<file path="config.mk">
export PLATFORM = sky130hd
export DESIGN_NAME = seq_stream_ctrl
export DESIGN_NICKNAME = d
export VERILOG_FILES = /design/src/rtl/seq_stream_pkg.sv /design/src/rtl/seq_stream_ctrl.sv
export SDC_FILE = /design/constraint.sdc
export NUM_CORES = 1
export LEC_CHECK = 0
export ABC_AREA = 1
export CORE_UTILIZATION = 33
export DETAILED_ROUTE_END_ITERATION = 12
export PLACE_DENSITY_LB_ADDON = 0.05
export SYNTH_ARGS = -nofsm -noshare
export SYNTH_HDL_FRONTEND = slang
export SYNTH_SLANG_ARGS = --single-unit
</file>
<file path="constraint.sdc">
create_clock -name clk -period 1.7 [get_ports clk]
set_input_delay 0.34 -clock clk [delete_from_list [all_inputs] [get_ports clk]]
set_output_delay 0.34 -clock clk [all_outputs]
set_load 0.02 [all_outputs]
</file>
<file path="src/rtl/seq_stream_pkg.sv">
// seq_stream_pkg: shared state encoding and default word width for seq_stream_ctrl.
`timescale 1ns/1ps
package seq_stream_pkg;
  localparam int W_DEF = 8;
  typedef enum logic [1:0] {IDLE, SHIFT, DONE} state_t;
endpackage

</file>
<file path="src/rtl/seq_stream_ctrl.sv">
// seq_stream_ctrl: streams words MSB first into an external 1010 Mealy detector and returns per-bit hit mask/count.
// Define SEQ_STREAM_TOTAL_EN to add the saturating total_hits running sum.
`timescale 1ns/1ps
module seq_stream_ctrl
  import seq_stream_pkg::*;
#(
  parameter int W     = W_DEF,
  parameter int CNT_W = $clog2(W + 1)
) (
  input  logic             clk,
  input  logic             rst,
  input  logic             in_valid,
  output logic             in_ready,
  input  logic [W-1:0]     in_data,
  output logic             det_en,
  output logic             det_x,
  input  logic             det_z,
  output logic             out_valid,
  input  logic             out_ready,
  output logic [W-1:0]     hit_mask,
  output logic [CNT_W-1:0] hit_cnt
`ifdef SEQ_STREAM_TOTAL_EN
  ,
  output logic [15:0]      total_hits
`endif
);
  localparam int IW = $clog2(W);
  localparam logic [IW-1:0] LAST = IW'(W - 1);

  state_t state_q, state_d;
  logic [W-1:0] shreg_q, shreg_d, mask_q, mask_d;
  logic [CNT_W-1:0] cnt_q, cnt_d;
  logic [IW-1:0] idx_q, idx_d;

  always_ff @(posedge clk or negedge rst) begin
    if (!rst) begin
      state_q <= IDLE;
      shreg_q <= '0;
      mask_q  <= '0;
      cnt_q   <= '0;
      idx_q   <= '0;
    end else begin
      state_q <= state_d;
      shreg_q <= shreg_d;
      mask_q  <= mask_d;
      cnt_q   <= cnt_d;
      idx_q   <= idx_d;
    end
  end

  always_comb begin
    state_d = state_q;
    shreg_d = shreg_q;
    mask_d  = mask_q;
    cnt_d   = cnt_q;
    idx_d   = idx_q;
    case (state_q)
      IDLE: if (in_valid) begin
        state_d = SHIFT;
        shreg_d = in_data;
        mask_d  = '0;
        cnt_d   = '0;
        idx_d   = '0;
      end
      SHIFT: begin
        mask_d[LAST - idx_q] = det_z;
        cnt_d   = cnt_q + CNT_W'(det_z);
        shreg_d = shreg_q << 1;
        idx_d   = idx_q + IW'(1);
        state_d = (idx_q == LAST) ? DONE : SHIFT;
      end
      DONE: state_d = out_ready ? IDLE : DONE;
      default: state_d = IDLE;
    endcase
  end

  assign in_ready  = state_q == IDLE;
  assign det_en    = state_q == SHIFT;
  assign det_x     = det_en & shreg_q[W-1];
  assign out_valid = state_q == DONE;
  assign hit_mask  = mask_q;
  assign hit_cnt   = cnt_q;

`ifdef SEQ_STREAM_TOTAL_EN
  logic [15:0] total_q, total_d;
  logic [16:0] sum;

  always_comb begin
    sum     = {1'b0, total_q} + 17'(cnt_q);
    total_d = (out_valid && out_ready) ? (sum[16] ? 16'hFFFF : sum[15:0]) : total_q;
  end

  always_ff @(posedge clk or negedge rst) begin
    if (!rst) total_q <= '0;
    else      total_q <= total_d;
  end

  assign total_hits = total_q;
`endif
endmodule

</file>
# == Word level (Yosys, flattened, before mapping) ==
# Index checks and enable logic that the tools add are counted.
# W data, S select, Z words.
# word_totals
reg_bits,25
output_inout_bits,16
elab_cells,34
# classes
n_addsub,3
reduce_logical,4
eq_ne,4
n_bitwise,1
magnitude_cmp,2
muxes,15
# ops
op,n
$pmux W8 S2,2
$mux W8,2
$bwmux W8,1
$pmux W4 S2,1
$mux W2,3
$pmux W2 S3,1
$pmux W3 S2,1
$add A4 B1 Y4,1
$lt A3 B4 Y1 const B,1
$mux W4,1
$add A3 B1 Y3 const B,1
$demux W1 S3,1
$eq A3 B3 Y1 const B,1
$ge A3 B1 Y1 const B,1
$mux W3,1
$sub A3 B3 Y3 const A,1
$eq A2 B1 Y1 const B,1
$eq A2 B2 Y1 const B,1
$logic_not A2 Y1,1
$ne A2 B2 Y1 const B,1
$reduce_and A2 Y1,1
$reduce_bool A2 Y1,1
$and A1 B1 Y1,1
$logic_and A1 B1 Y1,1
$mux W1,1

# == Logic depth before layout (Yosys ltp) ==
# Gate-level depths: netlist (run 1).
# logic_depth
word_depth,7
ltp_mapped,6

# == Worst setup path after synthesis (run 1) ==
# Ideal clock, no wire load.
# synth_timing
path_type,flip-flop to output port
start,register state_q[1]
end,output det_x
path_slack_ns,0.223
path_stages_with_launch,5
required_time_ns,1.360
arrival_ns,1.137
path_cell_list,dfrtp_1 > nor2_8 > inv_4 > buf_6 > nor2_1
# synth_between
elab_chain_cells,2
# synth_lines
element,line,rtl
"start, declared",seq_stream_ctrl.sv:30,"state_t state_q, state_d;"
"start signal, assigned",seq_stream_ctrl.sv:43,state_q <= state_d;
$eq A2 B1 Y1,seq_stream_ctrl.sv:78,assign det_en = state_q == SHIFT;
$and A1 B1 Y1,seq_stream_ctrl.sv:79,assign det_x = det_en & shreg_q[W-1];
"end, declared",seq_stream_ctrl.sv:16,"output logic det_x,"
# No other way between the ends.

# == Worst setup path after layout (run 1) ==
# layout_timing
start,register state_q[1]
end,output in_ready
# layout_between
elab_chain_cells,1
# layout_lines
element,line,rtl
$logic_not A2 Y1,seq_stream_ctrl.sv:77,assign in_ready = state_q == IDLE;
"end, declared",seq_stream_ctrl.sv:13,"output logic in_ready,"
# No other way between the ends.

==> results.rst, run 1 <==
.. list-table::
   :header-rows: 1

   * - Metric
     - Value
   * - CP Data Arrival Time
     - 1.31 ns
   * - # rows
     - 22
   * - Peak Freq
     - 0.606 GHz
   * - Initial Utilization
     - 0.347
   * - Layout cell share with drive strength beyond 1
     - 0.130
   * - # DRC
     - 0
   * - RSZ-0062 raised after global routing
     - no
   * - Max Transition Viols Final
     - 0
   * - Clock insertion delay at the later pin of the skew report
     - 0.28 ns
   * - Via count of the first global-routing pass
     - 1104
   * - Iteration-0 DRC Markers
     - 39
   * - Relative slew slack
     - 0.779
   * - Area of the core
     - 3720 um2
   * - Areal power density over the cells
     - 1690 nW/um2
   * - CTS tree
     - yes
   * - Number of storage elements in the synthesis netlist
     - 25
   * - Worst hold path type
     - in -> async
   * - Setup TNS after final layout
     - 0 ns
   * - Met2 WL
     - 1330 um
   * - Yosys Warn Count
     - 0
   * - Met1 routed wirelength after detailed routing
     - 1380 um
   * - Boundary Pins
     - 29
   * - Ratio of routed vias to standard cells
     - 4.68
   * - Number of max-cap violations
     - 0
   * - Critical path fanouts, max
     - 3
   * - Net count, final
     - 210
   * - GRT Total Usage
     - 0.154
   * - Unique masters post-synth
     - 19
   * - Number of optimization iterations in the first detailed-route pass
     - 4
   * - Uppermost layer routed
     - met4
   * - Worst ir drop on vdd
     - 624 uV
   * - Clock-pin slew on the worst setup and hold paths
     - 0.10 ns
   * - Period minus WS final
     - 1.65 ns
   * - Critical path cell sequence
     - buf_4 -> nor2_4 -> dlygate4sd2_1
   * - Remaining number of nets flagged by the antenna check after routing
     - 0
   * - Worst R2R End
     - shreg_q[3]
   * - Buffer depth of the longest clock path
     - 2
   * - Routed wl met3
     - 89 um
   * - Final-layout fill cell count
     - 394
   * - Post-synth net total
     - 173
   * - Mean instance size in the synthesized netlist
     - 8.27 um2
   * - Weighted congestion at the end of routability-driven global placement
     - 0.737
   * - Leakage
     - 0.862 nW
   * - Largest stage delay, worst path
     - 0.47 ns
   * - Period Utilization, post-route
     - 0.970
   * - Worst-margin pin slew
     - 0.332 ns
   * - Hold buffers post-CTS
     - 0
   * - Worst setup EP type
     - output port
   * - IO Port Bufs
     - 28
   * - Clock buffer count from CTS
     - 3
   * - Final worst hold slack
     - 0.422 ns
   * - Number of hold violations in the final report
     - 0
   * - Post-detailed-routing wire length
     - 2840 um
   * - Final worst clock skew
     - 0.00848 ns
   * - Area of the die
     - 4160 um2
   * - DR WL/cell
     - 11.8 um
   * - Crit Reg-Reg Startpoint
     - state_q[1]
   * - Result of the run
     - finished clean
   * - ANT cells
     - 0
   * - Global route total overflow
     - 0
   * - Synthesized instance count
     - 156
   * - Worst Reg-to-Reg Cells
     - 7
   * - Maximum level of the CTS H-tree
     - 1
   * - Post-DP HPWL
     - 2020 um
   * - Final setup violating endpoints
     - 0
   * - Summed instance area of the synthesized netlist
     - 1290 um2
   * - Vias post-DR
     - 1124
   * - CTS Root Buffer Type
     - sky130_fd_sc_hd__clkbuf_8
   * - Slowest cell on the critical path
     - sky130_fd_sc_hd__dfrtp_2
   * - Pin count of the biggest net entering global routing
     - 26
   * - Share of synthesized area occupied by flip-flops and latches
     - 0.485
   * - Setup slack of the worst register-to-register path
     - 0.39 ns
   * - Data required, critical path
     - 1.36 ns
   * - Clk sink count
     - 25
   * - Height of the die
     - 64.5 um
   * - Kind of critical path
     - reg -> out
   * - Area overhead of the layout relative to synthesis
     - 31.4%
   * - Die Span X
     - 64.5 um
   * - Startpoint types
     - register
   * - Most frequent standard cell in the layout excluding fill and tap cells
     - sky130_fd_sc_hd__nand2_1
   * - Number of antenna violations at the first check in global routing
     - 0
   * - First-pass GRT wire length
     - 4910 um
   * - Top library cells by usage in the layout, fill and taps aside
     - sky130_fd_sc_hd__nand2_1 (58), sky130_fd_sc_hd__nand3_1 (25), sky130_fd_sc_hd__dfrtp_1 (24)
## cells in the mapped netlist (all sizes together)
cell type,instances,area share
nor2,12,0.059
dfrtp,25,0.48
nand2,60,0.18
inv,12,0.037
nand4,3,0.015
a21boi,4,0.023
ha,4,0.039
xnor2,1,0.0068
nand3,25,0.097
o31ai,1,0.0058
buf,4,0.032
o21ai,5,0.022
## metrics by stage
stage / setup slack, ns / instance area (um2) / power [mW] / cells / utilization
detailed placement: 0.0143 / 1650 / 2.56 / 236 / 0.444
global placement: 0.0131 / 1650 / 2.53 / 236 / 0.444
CTS: 0.0146 / 1700 / 2.92 / 240 / 0.456
finish: 0.0506 / 1700 / 2.87 / 240 / 0.456
global route: 0.00140 / 1700 / 3.12 / 240 / 0.456
floorplan: 0.223 / 1290 / 1.99 / 156 / -
## worst max-delay path: cells and delay by family, from the launching register on
kind	cells	cell delay (ns)
buf+inv	2	0.49
flops	1	0.47
simple gates	1	0.07
## sequential cells by signal, indices dropped and copies added, names as in the netlist
name	flops
shreg_q	8
idx_q	3
hit_cnt	4
state_q	2
hit_mask	8
## where the power goes
| group | leakage (nW) | internal, mW | switching (mW) |
|---|---|---|---|
| registers | 0.321 | 0.835 | 0.182 |
| clock network | 0.0255 | 0.165 | 0.202 |
| logic | 0.516 | 0.631 | 0.857 |
## metal layers
layer  global-route usage  vias to the layer above
li1                     -                      571
met3               0.0282                        5
met4               0.0667                        0
met2                0.253                       23
met1                0.196                      525
met5                    0                        -
## how the worst max path moves through the flow
stage | start | to
after floorplan | state_q[1] | det_x
after global placement | state_q[1] | det_x
after detailed placement | state_q[1] | det_en
after CTS | hit_cnt[2] | hit_cnt[2]
after global routing | state_q[1] | in_ready
final | state_q[1] | in_ready
## cell families (layout without fill, tap and decap cells)
kind of cell / after synthesis / after routing / synth area share
flip-flops: 25 / 25 / 0.485
AND/OR/NAND/NOR: 100 / 100 / 0.349
adder cells (fa/ha/maj): 4 / 4 / 0.0388
AO/OA/AOI/OAI: 10 / 10 / 0.0514
buffers and inverters: 16 / 52 / 0.0689
XOR/XNOR: 1 / 1 / 0.00679
## area by class of cell
type                    count  area [um2]  area share
repair buffers             36         339       0.200
clock inverters             1        5.00     0.00295
multi-input cells         115         576       0.339
clock buffers               3        41.3      0.0244
inverters                  12        47.5      0.0280
flip-flops and latches     25         627       0.370
well taps                  48        60.1      0.0354
## timing repair
item | in CTS | in global routing
hold endpoints to repair | 0 | 0
setup buffers | 0 | 0
setup endpoints to repair | 4 | 3
resized for setup | 8 | 3
Note: power is estimated with default switching activity, not from simulation.
==> run 2, diff against run 1 <==
--- a/config.mk
+++ b/config.mk
@@ -5,7 +5,6 @@
 export SDC_FILE = /design/constraint.sdc
 export NUM_CORES = 1
 export LEC_CHECK = 0
-export ABC_AREA = 1
 export CORE_UTILIZATION = 33
 export DETAILED_ROUTE_END_ITERATION = 12
 export PLACE_DENSITY_LB_ADDON = 0.05
==> results.rst, run 2 <==
.. list-table::
   :header-rows: 1

   * - Metric
     - Value
   * - Result of the run
     - finished clean
   * - Final worst hold slack
     - 0.428 ns
   * - Slowest cell on the critical path
     - sky130_fd_sc_hd__clkdlybuf4s50_1
   * - Largest stage delay, worst path
     - 0.62 ns
   * - Layout cell share with drive strength beyond 1
     - 0.118
   * - Final worst clock skew
     - 0.00360 ns
   * - Ratio of routed vias to standard cells
     - 4.94
   * - Pin count of the biggest net entering global routing
     - 26
   * - EDFF count, synth
     - 0
   * - Vias post-DR
     - 978
   * - Most frequent cells after synthesis
     - sky130_fd_sc_hd__dfrtp_1 (25), sky130_fd_sc_hd__nand2_1 (12), sky130_fd_sc_hd__nor2b_1 (10)
   * - Weighted congestion at the end of routability-driven global placement
     - 0.712
   * - Final-layout fill cell count
     - 358
   * - Area of the core
     - 3470 um2
   * - # DRC
     - 0
   * - Area share of the largest cell type after synthesis
     - 0.505
   * - # rows
     - 21
   * - Clock insertion delay at the later pin of the skew report
     - 0.27 ns
   * - Top library cells by usage in the layout, fill and taps aside
     - sky130_fd_sc_hd__dfrtp_1 (25), sky130_fd_sc_hd__clkdlybuf4s50_1 (24), sky130_fd_sc_hd__nand2_1 (12)
   * - Met3 routing resource usage after global routing
     - 0.0362
   * - Worst ir drop on vdd
     - 920 uV
   * - Number of hold violations in the final report
     - 0
   * - Critical path fanouts, max
     - 4
   * - CTS Root Buffer Type
     - sky130_fd_sc_hd__clkbuf_8
   * - Number of optimization iterations in the first detailed-route pass
     - 4
   * - Mean instance size in the synthesized netlist
     - 10.6 um2
   * - Global route total overflow
     - 0
   * - Remaining number of nets flagged by the antenna check after routing
     - 0
   * - GRT Total Usage
     - 0.145
   * - Clock buffer count from CTS
     - 3
   * - Critical path cell sequence
     - clkdlybuf4s50_1
   * - Post-DP HPWL
     - 1800 um
   * - Relative slew slack
     - 0.605
   * - Post-detailed-routing wire length
     - 2630 um
   * - Number of max-cap violations
     - 0
   * - Final setup violating endpoints
     - 0
   * - Buffer depth of the longest clock path
     - 2
   * - Max Transition Viols Final
     - 0
   * - Height of the die
     - 63.3 um
   * - Number of storage elements in the synthesis netlist
     - 25
   * - CP Data Arrival Time
     - 1.29 ns
   * - Clk sink count
     - 25
   * - Kind of critical path
     - reg -> out
   * - Share of synthesized registers carrying an async set or reset
     - 1.00
   * - Data required, critical path
     - 1.36 ns
   * - Top cell type by total area after synthesis
     - sky130_fd_sc_hd__dfrtp_1
   * - Worst-margin pin slew
     - 0.591 ns
   * - Summed instance area of the synthesized netlist
     - 1240 um2
   * - Worst setup EP type
     - output port
   * - Count leader, synth
     - sky130_fd_sc_hd__dfrtp_1
   * - RSZ-0062 raised after global routing
     - no
   * - Period Utilization, post-route
     - 0.959
   * - Most frequent standard cell in the layout excluding fill and tap cells
     - sky130_fd_sc_hd__dfrtp_1
   * - CTS tree
     - yes
   * - Setup TNS after final layout
     - 0 ns
   * - Post-CTS setup repair buffer count
     - 0
   * - Hold buffers post-CTS
     - 0
   * - Area of the die
     - 4000 um2
   * - GRT Max-Usage Layer
     - met2
   * - Net count, final
     - 170
   * - Buffers and inverters on the worst path
     - 1
   * - Share of synthesized area occupied by flip-flops and latches
     - 0.505
   * - Period minus WS final
     - 1.63 ns
   * - Initial Utilization
     - 0.357
   * - Post-placement cell count
     - 194
   * - Filler-free cell count of the finished design
     - 198
   * - DR WL/cell
     - 13.3 um
   * - Boundary Pins
     - 29
   * - Fin util
     - 0.477
   * - Iteration-0 DRC Markers
     - 20
   * - Via count of the first global-routing pass
     - 1018
   * - Post_cts resized
     - 4
   * - Maximum level of the CTS H-tree
     - 1
   * - First-pass GRT wire length
     - 4600 um
   * - Leading register cell type out of synthesis
     - sky130_fd_sc_hd__dfrtp_1
   * - Unique masters post-synth
     - 26
   * - Area after DPL
     - 1610 um2
   * - Synthesized instance count
     - 117
   * - Startpoint types
     - register
   * - Finished Cell Area
     - 1650 um2
   * - Areal power density over the cells
     - 1680 nW/um2
   * - Cell type group with the largest total delay on the critical path
     - buffers and inverters
   * - Synth top area cells
     - sky130_fd_sc_hd__dfrtp_1 (51%), sky130_fd_sc_hd__mux2i_1 (7.3%), sky130_fd_sc_hd__nor2b_1 (5.1%), sky130_fd_sc_hd__a22oi_1 (4.2%), sky130_fd_sc_hd__ha_1 (4.0%)
   * - Post-synth net total
     - 134
   * - Met1 GRT Util
     - 0.179
   * - Clock-pin slew on the worst setup and hold paths
     - 0.09 ns
   * - Number of antenna violations at the first check in global routing
     - 0
   * - Yosys Warn Count
     - 0
   * - ANT cells
     - 0
   * - Worst hold path type
     - in -> async
   * - Leakage
     - 0.774 nW
   * - Peak Freq
     - 0.614 GHz
   * - IO Port Bufs
     - 28
   * - Met2 usage
     - 0.255
   * - Area overhead of the layout relative to synthesis
     - 33.4%
   * - Die Span X
     - 63.3 um
## run 2: changes by cell type after synthesis, sizes merged, moves of 8 or more
cell   change
inv       -10
nor2b     +11
mux2i      +9
nor2      -10
nand2     -48
nand3     -22
a21oi      +8
## run 2: cell families after synthesis
logic type / after synthesis / synth area share
flip-flops: 25 / 0.505
adder cells (fa/ha/maj): 4 / 0.0404
AO/OA/AOI/OAI: 31 / 0.159
multiplexers: 9 / 0.0727
buffers and inverters: 9 / 0.0374
AND/OR/NAND/NOR: 39 / 0.186
## run 2: path summary, 6_finish.rpt
check	start	end	slack (ns)	cells past startpoint
max	hit_cnt[2]	hit_cnt[2]	0.07	1
min	rst	hit_mask[1]	0.43	2
max reg2reg	state_q[1]	shreg_q[3]	0.24	4
min reg2reg	hit_cnt[3]	hit_cnt[3]	0.49	1
max in group asynchronous	rst	shreg_q[3]	1.03	2
min in group clk	hit_cnt[3]	hit_cnt[3]	0.49	1
## run 2: routing by layer
metal	vias to the layer above	routed length, um
li1	487	-
met1	470	1200
met5	-	0
met3	2	101
met4	0	12
met2	19	1320
## run 2: per-stage QoR
step	setup WS [ns]	power, mW
after floorplan	0.323	1.90
after global placement	-0.0427	2.45
after detailed placement	-0.127	2.47
after CTS	0.00812	2.81
after global routing	0.0155	3.01
final	0.0704	2.77
## run 2: report_power, final
part           switching (mW)  internal [mW]
sequential              0.222          0.843
combinational           0.673          0.677
clock                   0.190          0.166
total                    1.09           1.69
## run 2: area by class of cell
cell class	count	area, um2	area share
timing repair buffer	38	347	0.210
tap	46	57.6	0.0348
clock inverter	1	7.51	0.00454
sequential	25	626	0.379
inverter	2	7.51	0.00454
multi-input combinational	83	567	0.343
clock buffer	3	41.3	0.0250
